$ cat src/rtl/huffman_stream_feeder_if.sv
// Bundle between the Huffman stream feeder and its upstream source, table decoder and symbol sink.
// Carries the stream command, the encoded-word handshake, the decoder exchange, the symbol handshake and status.
interface huffman_stream_feeder_if #(
  parameter int WORD_W = 16
);
  logic              start;
  logic [15:0]       cfg_nbits;
  logic              in_valid;
  logic              in_ready;
  logic [WORD_W-1:0] in_data;
  logic [5:0]        dec_window;
  logic              dec_load;
  logic              dec_ready;
  logic [3:0]        dec_symbol;
  logic [3:0]        dec_len;
  logic              sym_valid;
  logic              sym_ready;
  logic [3:0]        sym_data;
  logic [3:0]        sym_len;
  logic              busy;
  logic              done;
  logic              err;

  modport slave (
    input  start, cfg_nbits, in_valid, in_data, dec_ready, dec_symbol, dec_len, sym_ready,
    output in_ready, dec_window, dec_load, sym_valid, sym_data, sym_len, busy, done, err
  );

  modport master (
    output start, cfg_nbits, in_valid, in_data, dec_ready, dec_symbol, dec_len, sym_ready,
    input  in_ready, dec_window, dec_load, sym_valid, sym_data, sym_len, busy, done, err
  );
endinterface

$ cat src/rtl/huffman_stream_feeder.sv
// Feeds MSB-first encoded words through a bit buffer to a table decoder; dec_load 1 cycle after LOAD, sym_valid 1 cycle after dec_ready.
// Upstream stalls while the buffer lacks a free word slot; sym_valid holds with no new dec_load until sym_ready.
module huffman_stream_feeder #(
  parameter int WORD_W = 16,
  parameter int BUF_W  = 32
) (
  input logic                    clk,
  input logic                    rst,
  huffman_stream_feeder_if.slave bus
);
  localparam int CW = $clog2(BUF_W + 1);

  typedef enum logic [2:0] {IDLE, FILL, LOAD, WAIT, EMIT, DONE} state_t;

  state_t            state;
  state_t            state_next;
  logic [BUF_W-1:0]  bit_buf;
  logic [BUF_W-1:0]  buf_next;
  logic [CW-1:0]     cnt;
  logic [CW-1:0]     cnt_next;
  logic [16:0]       fetched;
  logic [16:0]       left;
  logic [15:0]       nbits;
  logic [15:0]       remain;
  logic [5:0]        window;
  logic              load_q;
  logic              sym_valid_q;
  logic [3:0]        sym_data_q;
  logic [3:0]        sym_len_q;
  logic              done_q;
  logic              err_q;
  logic              busy;
  logic              in_ready;
  logic              accept;
  logic              consume;
  logic              len_bad;
  logic              start_ok;
  logic [CW-1:0]     take;
  logic [WORD_W-1:0] mask;
  logic [BUF_W-1:0]  ext;
  logic [3:0]        cons_len;

  assign busy     = (state == FILL) || (state == LOAD) || (state == WAIT) || (state == EMIT);
  assign start_ok = bus.start && ((state == IDLE) || (state == DONE));
  assign left     = {1'b0, nbits} - fetched;
  assign in_ready = busy && (cnt <= CW'(BUF_W - WORD_W)) && (fetched < {1'b0, nbits});
  assign accept   = bus.in_valid && in_ready;
  assign consume  = (state == EMIT) && bus.sym_ready;
  assign cons_len = consume ? sym_len_q : 4'd0;
  assign len_bad  = (bus.dec_len == 4'd0) || (bus.dec_len > 4'd6) || ({12'd0, bus.dec_len} > remain);

  // Bits past the end of the stream are zeroed on entry, so the window needs no padding logic.
  assign take     = (left >= 17'(WORD_W)) ? CW'(WORD_W) : CW'(left);
  assign mask     = ~({WORD_W{1'b1}} >> take);
  assign ext      = {bus.in_data & mask, {(BUF_W - WORD_W){1'b0}}};

  // Append lands below the pre-shift count, then the consumed code is shifted out.
  assign buf_next = (bit_buf | (accept ? (ext >> cnt) : '0)) << cons_len;
  assign cnt_next = cnt + (accept ? take : '0) - CW'(cons_len);

  always_comb begin
    state_next = state;
    case (state)
      IDLE, DONE: if (bus.start) state_next = (bus.cfg_nbits == 16'd0) ? DONE : FILL;
      FILL:       if ((cnt >= CW'(6)) || ((fetched >= {1'b0, nbits}) && (cnt != '0))) state_next = LOAD;
      LOAD:       state_next = WAIT;
      WAIT:       if (bus.dec_ready) state_next = len_bad ? DONE : EMIT;
      EMIT:       if (bus.sym_ready) state_next = (remain == {12'd0, sym_len_q}) ? DONE : FILL;
      default:    state_next = IDLE;
    endcase
  end

  always_ff @(posedge clk or negedge rst) begin
    if (!rst) state <= IDLE;
    else      state <= state_next;
  end

  always_ff @(posedge clk or negedge rst) begin
    if (!rst) begin
      bit_buf     <= '0;
      cnt         <= '0;
      fetched     <= '0;
      nbits       <= '0;
      remain      <= '0;
      window      <= '0;
      load_q      <= 1'b0;
      sym_valid_q <= 1'b0;
      sym_data_q  <= '0;
      sym_len_q   <= '0;
      done_q      <= 1'b0;
      err_q       <= 1'b0;
    end else begin
      if (start_ok) begin
        bit_buf <= '0;
        cnt     <= '0;
        fetched <= '0;
        nbits   <= bus.cfg_nbits;
        remain  <= bus.cfg_nbits;
        done_q  <= (bus.cfg_nbits == 16'd0);
        err_q   <= 1'b0;
      end else begin
        bit_buf <= buf_next;
        cnt     <= cnt_next;
        if (accept)  fetched <= fetched + 17'(WORD_W);
        if (consume) remain  <= remain - {12'd0, sym_len_q};
        if ((state == WAIT) && bus.dec_ready) begin
          if (len_bad) begin
            err_q <= 1'b1;
          end else begin
            sym_data_q <= bus.dec_symbol;
            sym_len_q  <= bus.dec_len;
          end
        end
        if ((state == EMIT) && (state_next == DONE)) done_q <= 1'b1;
      end
      load_q      <= (state_next == LOAD);
      sym_valid_q <= (state_next == EMIT);
      if (state_next == LOAD) window <= buf_next[BUF_W-1 -: 6];
    end
  end

  assign bus.in_ready   = in_ready;
  assign bus.dec_window = window;
  assign bus.dec_load   = load_q;
  assign bus.sym_valid  = sym_valid_q;
  assign bus.sym_data   = sym_data_q;
  assign bus.sym_len    = sym_len_q;
  assign bus.busy       = busy;
  assign bus.done       = done_q;
  assign bus.err        = err_q;
endmodule

$ cat src/flat_wrapper.sv
// flat-port wrapper written by rule: the top's interface ports become plain ports
module huffman_stream_feeder_flat 
#(
  parameter int WORD_W = 16,
  parameter int BUF_W  = 32
)
  (clk, rst, bus_start, bus_cfg_nbits, bus_in_valid, bus_in_data, bus_dec_ready, bus_dec_symbol, bus_dec_len, bus_sym_ready, bus_in_ready, bus_dec_window, bus_dec_load, bus_sym_valid, bus_sym_data, bus_sym_len, bus_busy, bus_done, bus_err);
  huffman_stream_feeder_if #(.WORD_W(WORD_W)) bus_i ();
  input logic clk;
  input logic rst;
  input wire logic [$bits(bus_i.start)-1:0] bus_start;
  input wire logic [$bits(bus_i.cfg_nbits)-1:0] bus_cfg_nbits;
  input wire logic [$bits(bus_i.in_valid)-1:0] bus_in_valid;
  input wire logic [$bits(bus_i.in_data)-1:0] bus_in_data;
  input wire logic [$bits(bus_i.dec_ready)-1:0] bus_dec_ready;
  input wire logic [$bits(bus_i.dec_symbol)-1:0] bus_dec_symbol;
  input wire logic [$bits(bus_i.dec_len)-1:0] bus_dec_len;
  input wire logic [$bits(bus_i.sym_ready)-1:0] bus_sym_ready;
  output wire logic [$bits(bus_i.in_ready)-1:0] bus_in_ready;
  output wire logic [$bits(bus_i.dec_window)-1:0] bus_dec_window;
  output wire logic [$bits(bus_i.dec_load)-1:0] bus_dec_load;
  output wire logic [$bits(bus_i.sym_valid)-1:0] bus_sym_valid;
  output wire logic [$bits(bus_i.sym_data)-1:0] bus_sym_data;
  output wire logic [$bits(bus_i.sym_len)-1:0] bus_sym_len;
  output wire logic [$bits(bus_i.busy)-1:0] bus_busy;
  output wire logic [$bits(bus_i.done)-1:0] bus_done;
  output wire logic [$bits(bus_i.err)-1:0] bus_err;
  assign bus_i.start = bus_start;
  assign bus_i.cfg_nbits = bus_cfg_nbits;
  assign bus_i.in_valid = bus_in_valid;
  assign bus_i.in_data = bus_in_data;
  assign bus_i.dec_ready = bus_dec_ready;
  assign bus_i.dec_symbol = bus_dec_symbol;
  assign bus_i.dec_len = bus_dec_len;
  assign bus_i.sym_ready = bus_sym_ready;
  assign bus_in_ready = bus_i.in_ready;
  assign bus_dec_window = bus_i.dec_window;
  assign bus_dec_load = bus_i.dec_load;
  assign bus_sym_valid = bus_i.sym_valid;
  assign bus_sym_data = bus_i.sym_data;
  assign bus_sym_len = bus_i.sym_len;
  assign bus_busy = bus_i.busy;
  assign bus_done = bus_i.done;
  assign bus_err = bus_i.err;
  huffman_stream_feeder #(.WORD_W(WORD_W), .BUF_W(BUF_W)) u_core (.clk(clk), .rst(rst), .bus(bus_i));
endmodule
$ cat config.mk
export PLATFORM = sky130hd
export DESIGN_NAME = huffman_stream_feeder_flat
export DESIGN_NICKNAME = d
export VERILOG_FILES = /design/src/rtl/huffman_stream_feeder_if.sv /design/src/rtl/huffman_stream_feeder.sv /design/src/flat_wrapper.sv
export SDC_FILE = /design/constraint.sdc
export NUM_CORES = 1
export LEC_CHECK = 0
export ABC_AREA = 1
export BUFFER_PORTS_ARGS = -buffer_cell sky130_fd_sc_hd__buf_2
export CAP_MARGIN = 20
export CELL_PAD_IN_SITES_DETAIL_PLACEMENT = 0
export CELL_PAD_IN_SITES_GLOBAL_PLACEMENT = 2
export CORE_ASPECT_RATIO = 1.25
export CORE_MARGIN = 2
export CORE_UTILIZATION = 35
export CTS_BUF_LIST = sky130_fd_sc_hd__clkbuf_8
export DETAILED_ROUTE_END_ITERATION = 10
export PLACE_DENSITY = 0.81
export SLEW_MARGIN = 20
export SYNTH_ARGS = -nofsm -noshare
export SYNTH_HDL_FRONTEND = slang
export SYNTH_SLANG_ARGS = --single-unit
$ cat constraint.sdc
create_clock -name clk -period 3.93 [get_ports clk]
set_clock_uncertainty 0.05 [all_clocks]
set_input_delay 0.5895 -clock clk [delete_from_list [all_inputs] [get_ports clk]]
set_output_delay 0.5895 -clock clk [all_outputs]
set_load 0.1 [all_outputs]
==> results.md, run 1 <==
- The startpoint type of the worst setup path is a flop.
- The mean cell area of the mapped netlist is 6.65 um2.
- Across the VDD grid, the largest voltage drop is 0.000422 V.
- The starting density of the core is around 36%.
- The slowest cell on the critical path is sky130_fd_sc_hd__dfrtp_1.
- The largest buffer count on any clock path is 2.
- The run finished with clean final reports.
- The final core utilization is 43.6%.
- The fraction of power consumed by combinational cells is 72.9%.
- The number of port buffers is 65.
- In this run the number of H-tree levels came out at 3.
- The setup slack after layout is 0.102 ns.
- Data arrives at the worst endpoint at between 4 and 5 ns.
- The commonest non-fill, non-tap cell in the layout is sky130_fd_sc_hd__nand2_1.
- TritonCTS built the clock tree.
- Counting the buffers created by CTS gives 9.
- The proportion of layout cells with a drive suffix above 1 is 28.5%.
- The post-detailed-route DRC marker count is 0.
- Sorting the synthesized cells by area gives the leading types as sky130_fd_sc_hd__dfrtp_1 29%, sky130_fd_sc_hd__nand3_1 17%, sky130_fd_sc_hd__nand2_1 13%.
- The unique cell type count in the Yosys netlist is 53.
- The first global-routing pass estimated 48.7 mm of wire.
- The kind of end point of the critical path is a flop.
- The detailed router finished its first iteration with 432 violations.
- Cell internal power was estimated by the tool at 4.10 mW.
- The Yosys step of the flow raised 0 warnings.
- The clock slew at the register clock pins of the worst setup and hold paths is 0.13 ns.
- After detailed routing, the number of vias per cell comes to 5.20.
- For this design the total switching power over the nets is approximately 5.4 mW.
- The number of top-level design ports is 66.
- Setup violations remaining at the end of the flow were counted as 0.
- The routed design could run at a clock period as short as 3.83 ns.
- In the synthesized netlist the async set-or-reset flop fraction comes to 100%.
- STA puts the critical path data required time at 4.19 ns.
- The number of global-route vias before repair is 9,047.
- Fill cells in the final layout number 2,758.
- Global routing consumed, over all layers together, 23.3% of the routing resources.
- The die outline width is 147 um.
- Wires add up to 31.2 mm.
- The floorplan has 65 rows.
- The count of flip-flops with a built-in enable after synthesis is 0.
- The largest area contributor in the netlist is sky130_fd_sc_hd__dfrtp_1.
- The fmax is 0.261 GHz.
- Across the whole layout, storage elements account for about 2600 um2.
- The proportion of synthesized chip area in sequential cells is 29.0%.
- The worst setup slack after placement is -0.0352 ns.
- The design draws 9.50 mW.
- The number of hold violations in the final report was 0.
- The number of detailed-route iterations in the first pass is 7.
- The die covers 26,900 um2.
- Wire segments on met2 add up to 16.8 mm in the final route.
- Synthesis handed over a netlist of roughly 1,300 instances.
- The net count after synthesis is 1,429.
- The detail route stage leaves a number of antenna-violating nets equal to 0.
- The part of the power in the clock network is between 8 and 9%.
- The final count of pins violating max slew is 0.
- The area overhead of the layout relative to synthesis is 22.6%.
- The largest stage delay on the critical path is between 0.4 and 0.5 ns.
- The initial antenna violation count is 0.
- The area of the mapped netlist is 8970 um2.
- The highest metal layer with signal wires is met4.
- The half-perimeter wire length after detailed placement is between 20 and 25 mm.
- The routed design uses 568 um of met3 wire.
- The floorplan step set the die height to roughly 180 um.
- The wire length on met1 is 12.7 mm.
- In the layout the commonest cells are 255 x sky130_fd_sc_hd__nand2_1, 246 x sky130_fd_sc_hd__nand3_1, 144 x sky130_fd_sc_hd__inv_1.
- The total of max-cap violations is 0.
- The number of buffers and inverters on the critical path is 3.
- The wire length per cell is 17.5 um.
- The power per standard cell area is 864 nW/um2.
- The transition time of the tightest slew-check pin is between 1 and 1.5 ns.
- In this run switching power makes up between 50% and 60% of total power.
- At the end of routability-driven placement, the weighted congestion stood at 0.828.
- The relative slew slack is 22.9%.
- The static leakage is 5.26 nW.
- Of the post-synthesis cell area, the dominant cell type holds 29.0%.
- Per report_power, the sequential group accounts for 18.8% of the total.
- Among the stages of the critical path, the cell type that occurs most often is sky130_fd_sc_hd__nand2_1.
- The root buffer cell is sky130_fd_sc_hd__clkbuf_8.
- The multi-input combinational cells in the finished layout cover a total of 6280 um2.
- The final clock period utilization by the worst path is 97.4%.
- Summing over every cut layer, the via total after detailed routing is 9,238.
- The standard cell core area is 25,200 um2.
- The number of nets in the layout is 1,519.
- The source-to-sink clock delay at the later pin of the worst-skew pair is 0.41 ns.
- The number of antenna diodes in the final layout is 0.
- The flip-flop and latch count after synthesis is 104.
- The kind of critical path is flop to flop.
- Setup repair after global routing could not meet its margin everywhere.
- Entering global routing, the biggest net connects 60 pins.
- The largest fanout on the critical path is 5.
- Global routing finished with a remaining overflow of 0.
- The hold buffer count at CTS is 0.
- CTS saw 104 sinks.
- The min-delay analysis places its worst path in the category input port to async pin.
- The kind of cell with the highest combined delay along the critical path is simple AND/OR/NAND/NOR gates.
- The dominant register cell in the synthesized netlist is sky130_fd_sc_hd__dfrtp_1.
cell type report:
| class | instances | area share [%] |
|---|---|---|
| clock inverters | 7 | 0.865 |
| well taps | 335 | 3.81 |
| repair buffers | 126 | 7.26 |
| clock buffers | 9 | 1.13 |
| multi-input cells | 1018 | 57.1 |
| flip-flops and latches | 104 | 23.7 |
| inverters | 179 | 6.13 |
state kept, by name, indices dropped and copies added, names as in the netlist:
name and flops:
u_core.state 3, u_core.fetched 13, u_core.bus.sym_data 4, u_core.bit_buf 32
u_core.bus.sym_valid 1, u_core.bus.sym_len 4, u_core.bus.err 1, u_core.cnt 6
u_core.remain 16, u_core.bus.dec_load 1, u_core.nbits 16, u_core.bus.dec_window 6
u_core.bus.done 1
power by group through the flow:
stage / Sequential [mW] / Clock, mW / Combinational (mW)
floorplan: 2.26 / 0 / 4.20
global placement: 1.80 / 0 / 6.19
detailed placement: 1.80 / 0 / 6.20
CTS: 1.78 / 0.821 / 6.23
global route: 1.83 / 0.857 / 7.67
finish: 1.79 / 0.787 / 6.93
through the flow:
stage | cells | setup TNS, ns | area, um2 | hold slack (ns)
2_1_floorplan | 1348 | -0.455 | 9170 | 0.244
3_3_place_gp | 1736 | -0.0609 | 9980 | 0.412
3_5_place_dp | 1736 | -0.0495 | 9980 | 0.420
4_1_cts | 1753 | 0 | 10200 | 0.162
5_1_grt | 1778 | -1.30 | 11000 | 0.186
6_report | 1778 | 0 | 11000 | 0.148
worst paths after layout:
path | from | to | slack [ns] | depth (start not counted)
worst max-delay path | u_core.nbits[5] | u_core.bit_buf[25] | 0.10 | 28
worst min-delay path | rst | u_core.cnt[4] | 0.15 | 1
worst max register to register | u_core.nbits[5] | u_core.bit_buf[25] | 0.10 | 28
worst min register to register | u_core.bus.dec_window[1] | u_core.bus.dec_window[1] | 0.45 | 2
max in group asynchronous | rst | u_core.nbits[2] | 2.90 | 2
min in group clk | bus_dec_symbol[1] | u_core.bus.sym_data[1] | 0.35 | 2
per-layer routing:
| layer | GRT usage [%] | up-vias |
|---|---|---|
| li1 | - | 4686 |
| met1 | 26.7 | 4364 |
| met2 | 44.0 | 132 |
| met3 | 1.82 | 56 |
| met4 | 9.96 | 0 |
| met5 | 0 | - |
cells by family (layout without fill, tap and decap cells):
family / Yosys count / in the layout / synth area share [%]
muxes: 4 / 4 / 0.502
DFF: 104 / 104 / 29.0
buffers and inverters: 227 / 321 / 10.0
and+or+nand+nor: 828 / 829 / 44.9
xor gates and xnor gates: 11 / 11 / 1.07
adders and majority gates: 35 / 35 / 5.30
other: 2 / 2 / 0.0838
AOI/OAI and AO/OA: 137 / 137 / 9.07
cell usage after synthesis, types with 3 or more instances:
cell type / count
sky130_fd_sc_hd__o21bai_1: 3
sky130_fd_sc_hd__a31oi_1: 7
sky130_fd_sc_hd__fa_1: 5
sky130_fd_sc_hd__nand4_1: 21
sky130_fd_sc_hd__buf_4: 4
sky130_fd_sc_hd__clkbuf_1: 15
sky130_fd_sc_hd__mux2_2: 4
sky130_fd_sc_hd__nor2_2: 7
sky130_fd_sc_hd__a211oi_1: 3
sky130_fd_sc_hd__buf_1: 9
sky130_fd_sc_hd__nand2_4: 5
sky130_fd_sc_hd__inv_2: 14
sky130_fd_sc_hd__nand3_2: 28
sky130_fd_sc_hd__dfrtp_1: 104
sky130_fd_sc_hd__o221ai_1: 4
sky130_fd_sc_hd__a21oi_1: 40
sky130_fd_sc_hd__xor2_1: 11
sky130_fd_sc_hd__ha_1: 30
sky130_fd_sc_hd__buf_2: 18
sky130_fd_sc_hd__nor3_2: 4
sky130_fd_sc_hd__clkinv_1: 7
sky130_fd_sc_hd__o21ai_2: 3
sky130_fd_sc_hd__nor2_4: 8
sky130_fd_sc_hd__nand3_1: 305
sky130_fd_sc_hd__nand2_1: 303
sky130_fd_sc_hd__inv_1: 158
sky130_fd_sc_hd__nand2_2: 17
sky130_fd_sc_hd__nor2_1: 95
sky130_fd_sc_hd__or4_1: 4
sky130_fd_sc_hd__or2_2: 3
sky130_fd_sc_hd__nor3_1: 17
sky130_fd_sc_hd__o311ai_0: 3
sky130_fd_sc_hd__o211ai_1: 14
sky130_fd_sc_hd__o21ai_0: 29
sky130_fd_sc_hd__o21ai_1: 22
repair_timing:
action | 4_1_cts | 5_1_grt
gates resized for setup | 3 | 153
setup buffers | 1 | 24
pin swaps | 0 | 59
endpoints found under the setup margin | 11 | 39
cloned | 0 | 1
No activity file was read; power rests on OpenSTA's default activity.
==> inputs of run 2 (changes only) <==
CELL_PAD_IN_SITES_DETAIL_PLACEMENT = 1   (was 0)
CELL_PAD_IN_SITES_GLOBAL_PLACEMENT = 1   (was 2)
CORE_UTILIZATION = 45   (was 35)
PLACE_DENSITY = 0.82   (was 0.81)
==> results.md, run 2 (synthesis gave the netlist of run 1 again) <==
- Commonest non-fill, non-tap cells in the layout: 233 x sky130_fd_sc_hd__nand2_1, 209 x sky130_fd_sc_hd__nand3_1, 142 x sky130_fd_sc_hd__inv_1 (was 255 x sky130_fd_sc_hd__nand2_1, 246 x sky130_fd_sc_hd__nand3_1, 144 x sky130_fd_sc_hd__inv_1).
- The CTS buffer count is 9 (unchanged).
- The startpoint type of the worst setup path is a flop (unchanged).
- The cell repeated most along the worst path is sky130_fd_sc_hd__nand2_1 (unchanged).
- The proportion of layout cells with a drive suffix above 1 is 33.5% (was 28.5%).
- The post-detailed-route DRC marker count came to 0 (unchanged).
- The kind of end point of the critical path is a flop (unchanged).
- The initial antenna violation count is 0 (unchanged).
- The relative slew slack was 33.2% (was 22.9%).
- The power per standard cell area is 912 nW/um2 (was 864 nW/um2).
- The path class of the lowest-slack min-delay path was input port to async pin (unchanged).
- The largest fanout on the critical path is 5 (unchanged).
- The number of detailed-route iterations in the first pass is 4 (was 7).
- The largest stage delay on the critical path came to 0.42 ns (was 0.43 ns).
- The number of port buffers was 65 (unchanged).
- The fmax came to 0.244 GHz (was 0.261 GHz).
- The total of endpoints with negative setup slack in the final report is 30 (was 0).
- The standard cell core area was 19,500 um2 (was 25,200 um2).
- The root buffer cell is sky130_fd_sc_hd__clkbuf_8 (unchanged).
- The checks that failed: negative setup slack.
- The starting density of the core is 46.1% (was 35.6%).
- The wire length per cell is 20.9 um (was 17.5 um).
- The hold buffer count at CTS was 0 (unchanged).
- The CTS H-tree depth came to 3 (unchanged).
- The final antenna-violating net count is 0 (unchanged).
- The total via count in the routed design is 10,207 (was 9,238).
- The largest buffer count on any clock path is 2 (unchanged).
- The die outline width came to 130 um (was 147 um).
- The number of top-level design ports is 66 (unchanged).
- The setup slack after layout is -0.163 ns (was 0.102 ns).
- The number of nets in the layout is 1,530 (was 1,519).
- The number of global-route vias before repair is 10,333 (was 9,047).
- The register with the most flip-flops was u_core.bit_buf (unchanged).
- The die area is 21,100 um2 (was 26,900 um2).
- The maximum vdd drop is 0.000453 V (was 0.000422 V).
- The count of clock tree sinks was 104 (unchanged).
- The leftover overflow at the end of global routing is 0 (unchanged).
- The weighted congestion at the end of routability-driven global placement is 0.898 (was 0.828).
- The final count of pins violating max slew came to 0 (unchanged).
- The required arrival time at the worst endpoint is 4.21 ns (was 4.19 ns).
- The half-perimeter wire length after detailed placement is 24.9 mm (was 24.4 mm).
- Result of the run: complete, but fails checks (was finished clean).
- The overall die height is 162 um (was 183 um).
- The minimum clock period came to 4.09 ns (was 3.83 ns).
- The total chip power is 10.4 mW (was 9.50 mW).
- The number of hold violations in the final report is 0 (unchanged).
- The worst setup slack after placement came to -0.0586 ns (was -0.0352 ns).
- The number of inserted diodes is 0 (unchanged).
- The global-route wire length before repair is 52.0 mm (was 48.7 mm).
- The clock slew at the register clock pins of the worst setup and hold paths is 0.12 ns (was 0.13 ns).
- The kind of critical path is flop to flop (unchanged).
- The starting DRC count in detailed routing came to 623 (was 432).
- The total of max-cap violations came to 0 (unchanged).
- Largest registers: u_core.bit_buf (32), u_core.nbits (16), u_core.remain (16) (unchanged).
- The pin count of the biggest net entering global routing is 66 (was 60).
- The slowest cell on the critical path is sky130_fd_sc_hd__dfrtp_1 (unchanged).
- The global-route usage over all layers is 31.6% (was 23.3%).
- The final clock period utilization by the worst path is 104% (was 97.4%).
- The static leakage is 5.43 nW (was 5.26 nW).
- The area overhead of the layout relative to synthesis is 27.0% (was 22.6%).
- The number of standard-cell rows in the floorplan is 57 (was 65).
- The worst hold slack came to 0.230 ns (was 0.148 ns).
- RSZ-0062 raised after global routing: yes (unchanged).
- The number of flip-flops under the largest register name is 32 (unchanged).
- The endpoint arrival time on the critical path is 4.37 ns (was 4.09 ns).
- The vias per cell is 5.94 (was 5.20).
- The transition time of the tightest slew-check pin is 1.00 ns (was 1.15 ns).
- The clock tree from TritonCTS is done (unchanged).
- The wire length after detailed routing is 36.0 mm (was 31.2 mm).
- The source-to-sink clock delay at the later pin of the worst-skew pair is 0.41 ns (about the same).
- The commonest non-fill, non-tap cell in the layout is sky130_fd_sc_hd__nand2_1 (unchanged).
run 2: final cells by class:
| class | count | area, um2 |
|---|---|---|
| multi-input combinational | 1018 | 6680 |
| timing repair buffer | 137 | 888 |
| clock buffer | 10 | 138 |
| fill | 2498 | 8090 |
| sequential | 104 | 2600 |
| tap | 265 | 332 |
| clock inverter | 6 | 62.6 |
| inverter | 179 | 677 |
run 2: per-layer routing:
layer,track usage (%),part of all wire [%],routed length [um]
met2,58.1,53,19100
met4,17.2,7.5,2680
met5,0,0,0
met3,3.23,3.2,1160
met1,35.2,36,13100
run 2: what timing repair did:
item / 4_1_cts / 5_1_grt
resized for setup: 14 / 237
buffers inserted: 11 / 28
pin swaps: 9 / 90
setup endpoints to repair: 5 / 40
endpoints found under the hold margin: 0 / 0
cloned: 0 / 1
run 2: worst max-delay path, delay by kind of cell (launching register included):
kind                       cells  cell delay [ns]
AOI/OAI and AO/OA              1             0.16
adders and majority gates      1             0.23
buffers and inverters          7             0.83
DFF                            1             0.42
and+or+nand+nor               19             2.34
run 2: report_power, final:
group	switching [mW]	total, mW	leakage [nW]	internal (mW)
Clock	0.449	0.713	0.102	0.264
Combinational	5.33	7.87	4.00	2.55
Sequential	0.313	1.80	1.34	1.48
run 2: per-stage QoR:
stage | instance area, um2 | TNS, ns | util [%] | cells
global placement | 9870 | 0 | 50.7 | 1663
detailed placement | 9870 | -0.0858 | 50.7 | 1663
floorplan | 9170 | -0.455 | - | 1348
finish | 11400 | -1.44 | 58.5 | 1719
global route | 11400 | -8.67 | 58.5 | 1719
CTS | 10200 | 0 | 52.4 | 1690
run 2: path summary, 6_finish.rpt:
path / from / to / slack [ns] / cells past startpoint
min reg2reg: u_core.bus.dec_window[1] / u_core.bus.dec_window[1] / 0.45 / 2
max: u_core.fetched[10] / u_core.bit_buf[22] / -0.16 / 28
max reg2reg: u_core.fetched[10] / u_core.bit_buf[22] / -0.16 / 28
max in group asynchronous: rst / u_core.bus.dec_window[2] / 2.77 / 2
min: rst / u_core.bit_buf[3] / 0.23 / 1
min in group clk: bus_dec_symbol[1] / u_core.bus.sym_data[1] / 0.37 / 2
==> inputs of run 3 (changes only) <==
--- a/constraint.sdc
+++ b/constraint.sdc
@@ -3,3 +3,3 @@
 set_input_delay 0.5895 -clock clk [delete_from_list [all_inputs] [get_ports clk]]
 set_output_delay 0.5895 -clock clk [all_outputs]
-set_load 0.1 [all_outputs]
+set_load 0.005 [all_outputs]
==> results.md, run 3 (synthesis gave the netlist of run 1 again) <==
- The clock tree from TritonCTS is done (unchanged).
- The hold path startpoint is bus_dec_symbol[1].
- The maximum vdd drop was 0.000523 V (was 0.000453 V).
- The required arrival time at the worst endpoint came to 4.15 ns (was 4.21 ns).
- The number of port buffers is 65 (unchanged).
- The standard cell core area is 19,500 um2 (unchanged).
- The count of clock tree sinks was 104 (unchanged).
- Commonest non-fill, non-tap cells in the layout: 225 x sky130_fd_sc_hd__nand2_1, 211 x sky130_fd_sc_hd__nand3_1, 144 x sky130_fd_sc_hd__inv_1 (was 233 x sky130_fd_sc_hd__nand2_1, 209 x sky130_fd_sc_hd__nand3_1, 142 x sky130_fd_sc_hd__inv_1).
- The number of global-route vias before repair was 10,269 (was 10,333).
- The worst hold slack is 0.355 ns (was 0.230 ns).
- The leftover overflow at the end of global routing is 0 (unchanged).
- The proportion of layout cells with a drive suffix above 1 was 33.4% (was 33.5%).
- The reg-to-reg critical path endpoint was u_core.cnt[4] (was u_core.bit_buf[22]).
- The startpoint type of the worst setup path is a flop (unchanged).
- The root buffer cell is sky130_fd_sc_hd__clkbuf_8 (unchanged).
- The static leakage is 5.41 nW (was 5.43 nW).
- The number of flip-flops under the largest register name came to 32 (unchanged).
- The met1 demand-to-capacity share in global routing is 33.5% (was 35.2%).
- The source-to-sink clock delay at the later pin of the worst-skew pair came to 0.41 ns (about the same).
- The transition time of the tightest slew-check pin is 0.916 ns (was 1.00 ns).
- The path class of the lowest-slack min-delay path was input port to flop (was input port to async pin).
- The largest buffer count on any clock path is 2 (unchanged).
- The pin count of the biggest net entering global routing is 91 (was 66).
- The post-detailed-route DRC marker count came to 0 (unchanged).
- The relative slew slack is 38.8% (was 33.2%).
- The final antenna-violating net count is 0 (unchanged).
- The vias per cell is 6.01 (was 5.94).
- The number of detailed-route iterations in the first pass is 5 (was 4).
- The total of max-cap violations is 0 (unchanged).
- The footprint of the multi-input gates was 6630 um2 (was 6680 um2).
- The global-route wire length before repair is 51.2 mm (was 52.0 mm).
- The fmax is 0.247 GHz (was 0.244 GHz).
- The busiest layer in global routing is met2 (unchanged).
- The wire length after detailed routing is 37.8 mm (was 36.0 mm).
- The total via count in the routed design is 10,336 (was 10,207).
- The minimum clock period is 4.05 ns (was 4.09 ns).
- The worst flop-to-flop path startpoint is u_core.fetched[9] (was u_core.fetched[10]).
- The die outline width was 130 um (unchanged).
- The power per standard cell area is 862 nW/um2 (was 912 nW/um2).
- The half-perimeter wire length after detailed placement is 24.8 mm (was 24.9 mm).
- The fraction of met3 tracks used by global routing is 2.70% (was 3.23%).
- The starting density of the core was 46.1% (unchanged).
- The number of hold violations in the final report is 0 (unchanged).
- The total of endpoints with negative setup slack in the final report is 19 (was 30).
- The weighted congestion at the end of routability-driven global placement is 0.903 (was 0.898).
- The flop-to-flop setup slack was -0.12 ns (was -0.16 ns).
- Largest registers: u_core.bit_buf (32), u_core.nbits (16), u_core.remain (16) (unchanged).
- The sequential cell area in the final layout is 2600 um2 (unchanged).
- The CTS H-tree depth was 3 (unchanged).
- The number of filler instances in the final layout is 2,536 (was 2,498).
- The starting DRC count in detailed routing is 608 (was 623).
- The endpoint arrival time on the critical path is 4.27 ns (was 4.37 ns).
- The area overhead of the layout relative to synthesis is 26.3% (was 27.0%).
- Violated checks: negative setup slack (unchanged).
- The final count of pins violating max slew came to 0 (unchanged).
- The final core utilization is 58.2% (was 58.5%).
- The CTS buffer count was 9 (unchanged).
- The setup slack after layout is -0.119 ns (was -0.163 ns).
- The kind of end point of the critical path was a flop (unchanged).
- The number of nets in the layout is 1,532 (was 1,530).
- The number of standard-cell rows in the floorplan is 57 (unchanged).
- The global-route usage over all layers was 31.1% (was 31.6%).
- The initial antenna violation count is 0 (unchanged).
- Along the worst hold path, the cell count comes to 2.
- The number of inserted diodes is 0 (unchanged).
- The number of top-level design ports was 66 (unchanged).
- The register with the most flip-flops was u_core.bit_buf (unchanged).
- The met2 track utilization from global routing was 57.7% (was 58.1%).
- Result of the run: complete, but fails checks (unchanged).
- The die area is 21,100 um2 (unchanged).
- The kind of critical path is flop to flop (unchanged).
- The final clock period utilization by the worst path is 103% (was 104%).
- The depth of the most critical reg-to-reg path was 24 (was 28).
- The clock slew at the register clock pins of the worst setup and hold paths is 0.12 ns (about the same).
- The wire length per cell came to 22.0 um (was 20.9 um).
- The commonest non-fill, non-tap cell in the layout is sky130_fd_sc_hd__nand2_1 (unchanged).
- RSZ-0062 raised after global routing: yes (unchanged).
- The overall die height is 162 um (unchanged).
- The largest fanout on the critical path is 4 (was 5).
- The endpoint of the worst hold-timing path is u_core.bus.sym_data[1].
[run 3: changes by cell type in the layout (fill, tap and decap cells not counted), moves of 2 or more]
cell / previous run / this run
sky130_fd_sc_hd__a21oi_1: 28 / 34
sky130_fd_sc_hd__a21oi_2: 11 / 5
sky130_fd_sc_hd__buf_4: 70 / 72
sky130_fd_sc_hd__inv_1: 142 / 144
sky130_fd_sc_hd__nand2_1: 233 / 225
sky130_fd_sc_hd__nand2_2: 68 / 82
sky130_fd_sc_hd__nand2_4: 24 / 18
sky130_fd_sc_hd__nand3_1: 209 / 211
sky130_fd_sc_hd__nor2_2: 11 / 15
sky130_fd_sc_hd__nor2_4: 20 / 15
[run 3: metrics by stage]
stage          area [um2]  worst slack, ns  instances  setup TNS (ns)  total power [mW]
5_1_grt             11300           -0.275       1721           -7.67              10.4
3_5_place_dp         9690           -0.163       1666           -2.36              7.19
4_1_cts              9990          0.00181       1683               0              8.03
2_1_floorplan        8970            0.235       1348               0              5.65
3_3_place_gp         9690          -0.0265       1666         -0.0265              6.96
6_report            11300           -0.119       1721          -0.715              9.77
[run 3: power breakdown]
part           switching, mW  internal (mW)
Sequential             0.356           1.48
Clock                  0.471          0.246
Combinational           4.70           2.51
[run 3: timing repair]
item	4_1_cts	5_1_grt
endpoints found under the setup margin	36	42
cloned	0	1
hold buffers	1	0
setup buffers	0	37
endpoints found under the hold margin	14	0
resized for setup	13	262
pin swaps	1	99
[run 3: how the worst max path moves through the flow]
stage / from / endpoint / slack [ns] / cells after the start
floorplan: u_core.fetched[4] / u_core.cnt[5] / 0.24 / 23
global placement: u_core.fetched[5] / u_core.cnt[5] / -0.03 / 24
detailed placement: u_core.fetched[4] / u_core.cnt[5] / -0.16 / 23
CTS: u_core.fetched[4] / u_core.cnt[5] / 0.002 / 24
global route: u_core.fetched[9] / u_core.cnt[5] / -0.28 / 21
finish: u_core.fetched[9] / u_core.cnt[4] / -0.12 / 24
[run 3: cell type report]
type | instances | share of cell area (%)
Timing Repair Buffer | 139 | 7.96
Sequential cell | 104 | 23.0
Multi-Input combinational cell | 1018 | 58.5
Clock buffer | 9 | 1.09
Tap cell | 265 | 2.93
Inverter | 179 | 5.98
Clock inverter | 7 | 0.585
[run 3: layer usage]
metal  wire, um  vias to the layer above
li1           -                     4712
met4       3210                        0
met5          0                        -
met2      19500                      362
met1      13800                     5084
met3       1270                      178
[run 3: worst max-delay path, stage by stage, from the launching register on]
cell and delay, ns:
sky130_fd_sc_hd__dfrtp_1 0.43, sky130_fd_sc_hd__inv_2 0.14, sky130_fd_sc_hd__ha_4 0.25, sky130_fd_sc_hd__nand2_2 0.10, sky130_fd_sc_hd__inv_1 0.07, sky130_fd_sc_hd__nand2_1 0.13
sky130_fd_sc_hd__nand2_2 0.10, sky130_fd_sc_hd__nand2_2 0.09, sky130_fd_sc_hd__nand3_2 0.09, sky130_fd_sc_hd__nand2_1 0.10, sky130_fd_sc_hd__nand2_2 0.07, sky130_fd_sc_hd__inv_2 0.06
sky130_fd_sc_hd__nand2_1 0.08, sky130_fd_sc_hd__nor2_4 0.15, sky130_fd_sc_hd__nand4_1 0.20, sky130_fd_sc_hd__nor2_2 0.16, sky130_fd_sc_hd__fa_1 0.50, sky130_fd_sc_hd__fa_2 0.45
sky130_fd_sc_hd__nand2_1 0.10, sky130_fd_sc_hd__inv_1 0.07, sky130_fd_sc_hd__nor2_2 0.09, sky130_fd_sc_hd__nor2_1 0.04, sky130_fd_sc_hd__nor2_1 0.12, sky130_fd_sc_hd__xor2_1 0.19
sky130_fd_sc_hd__nor2_1 0.09
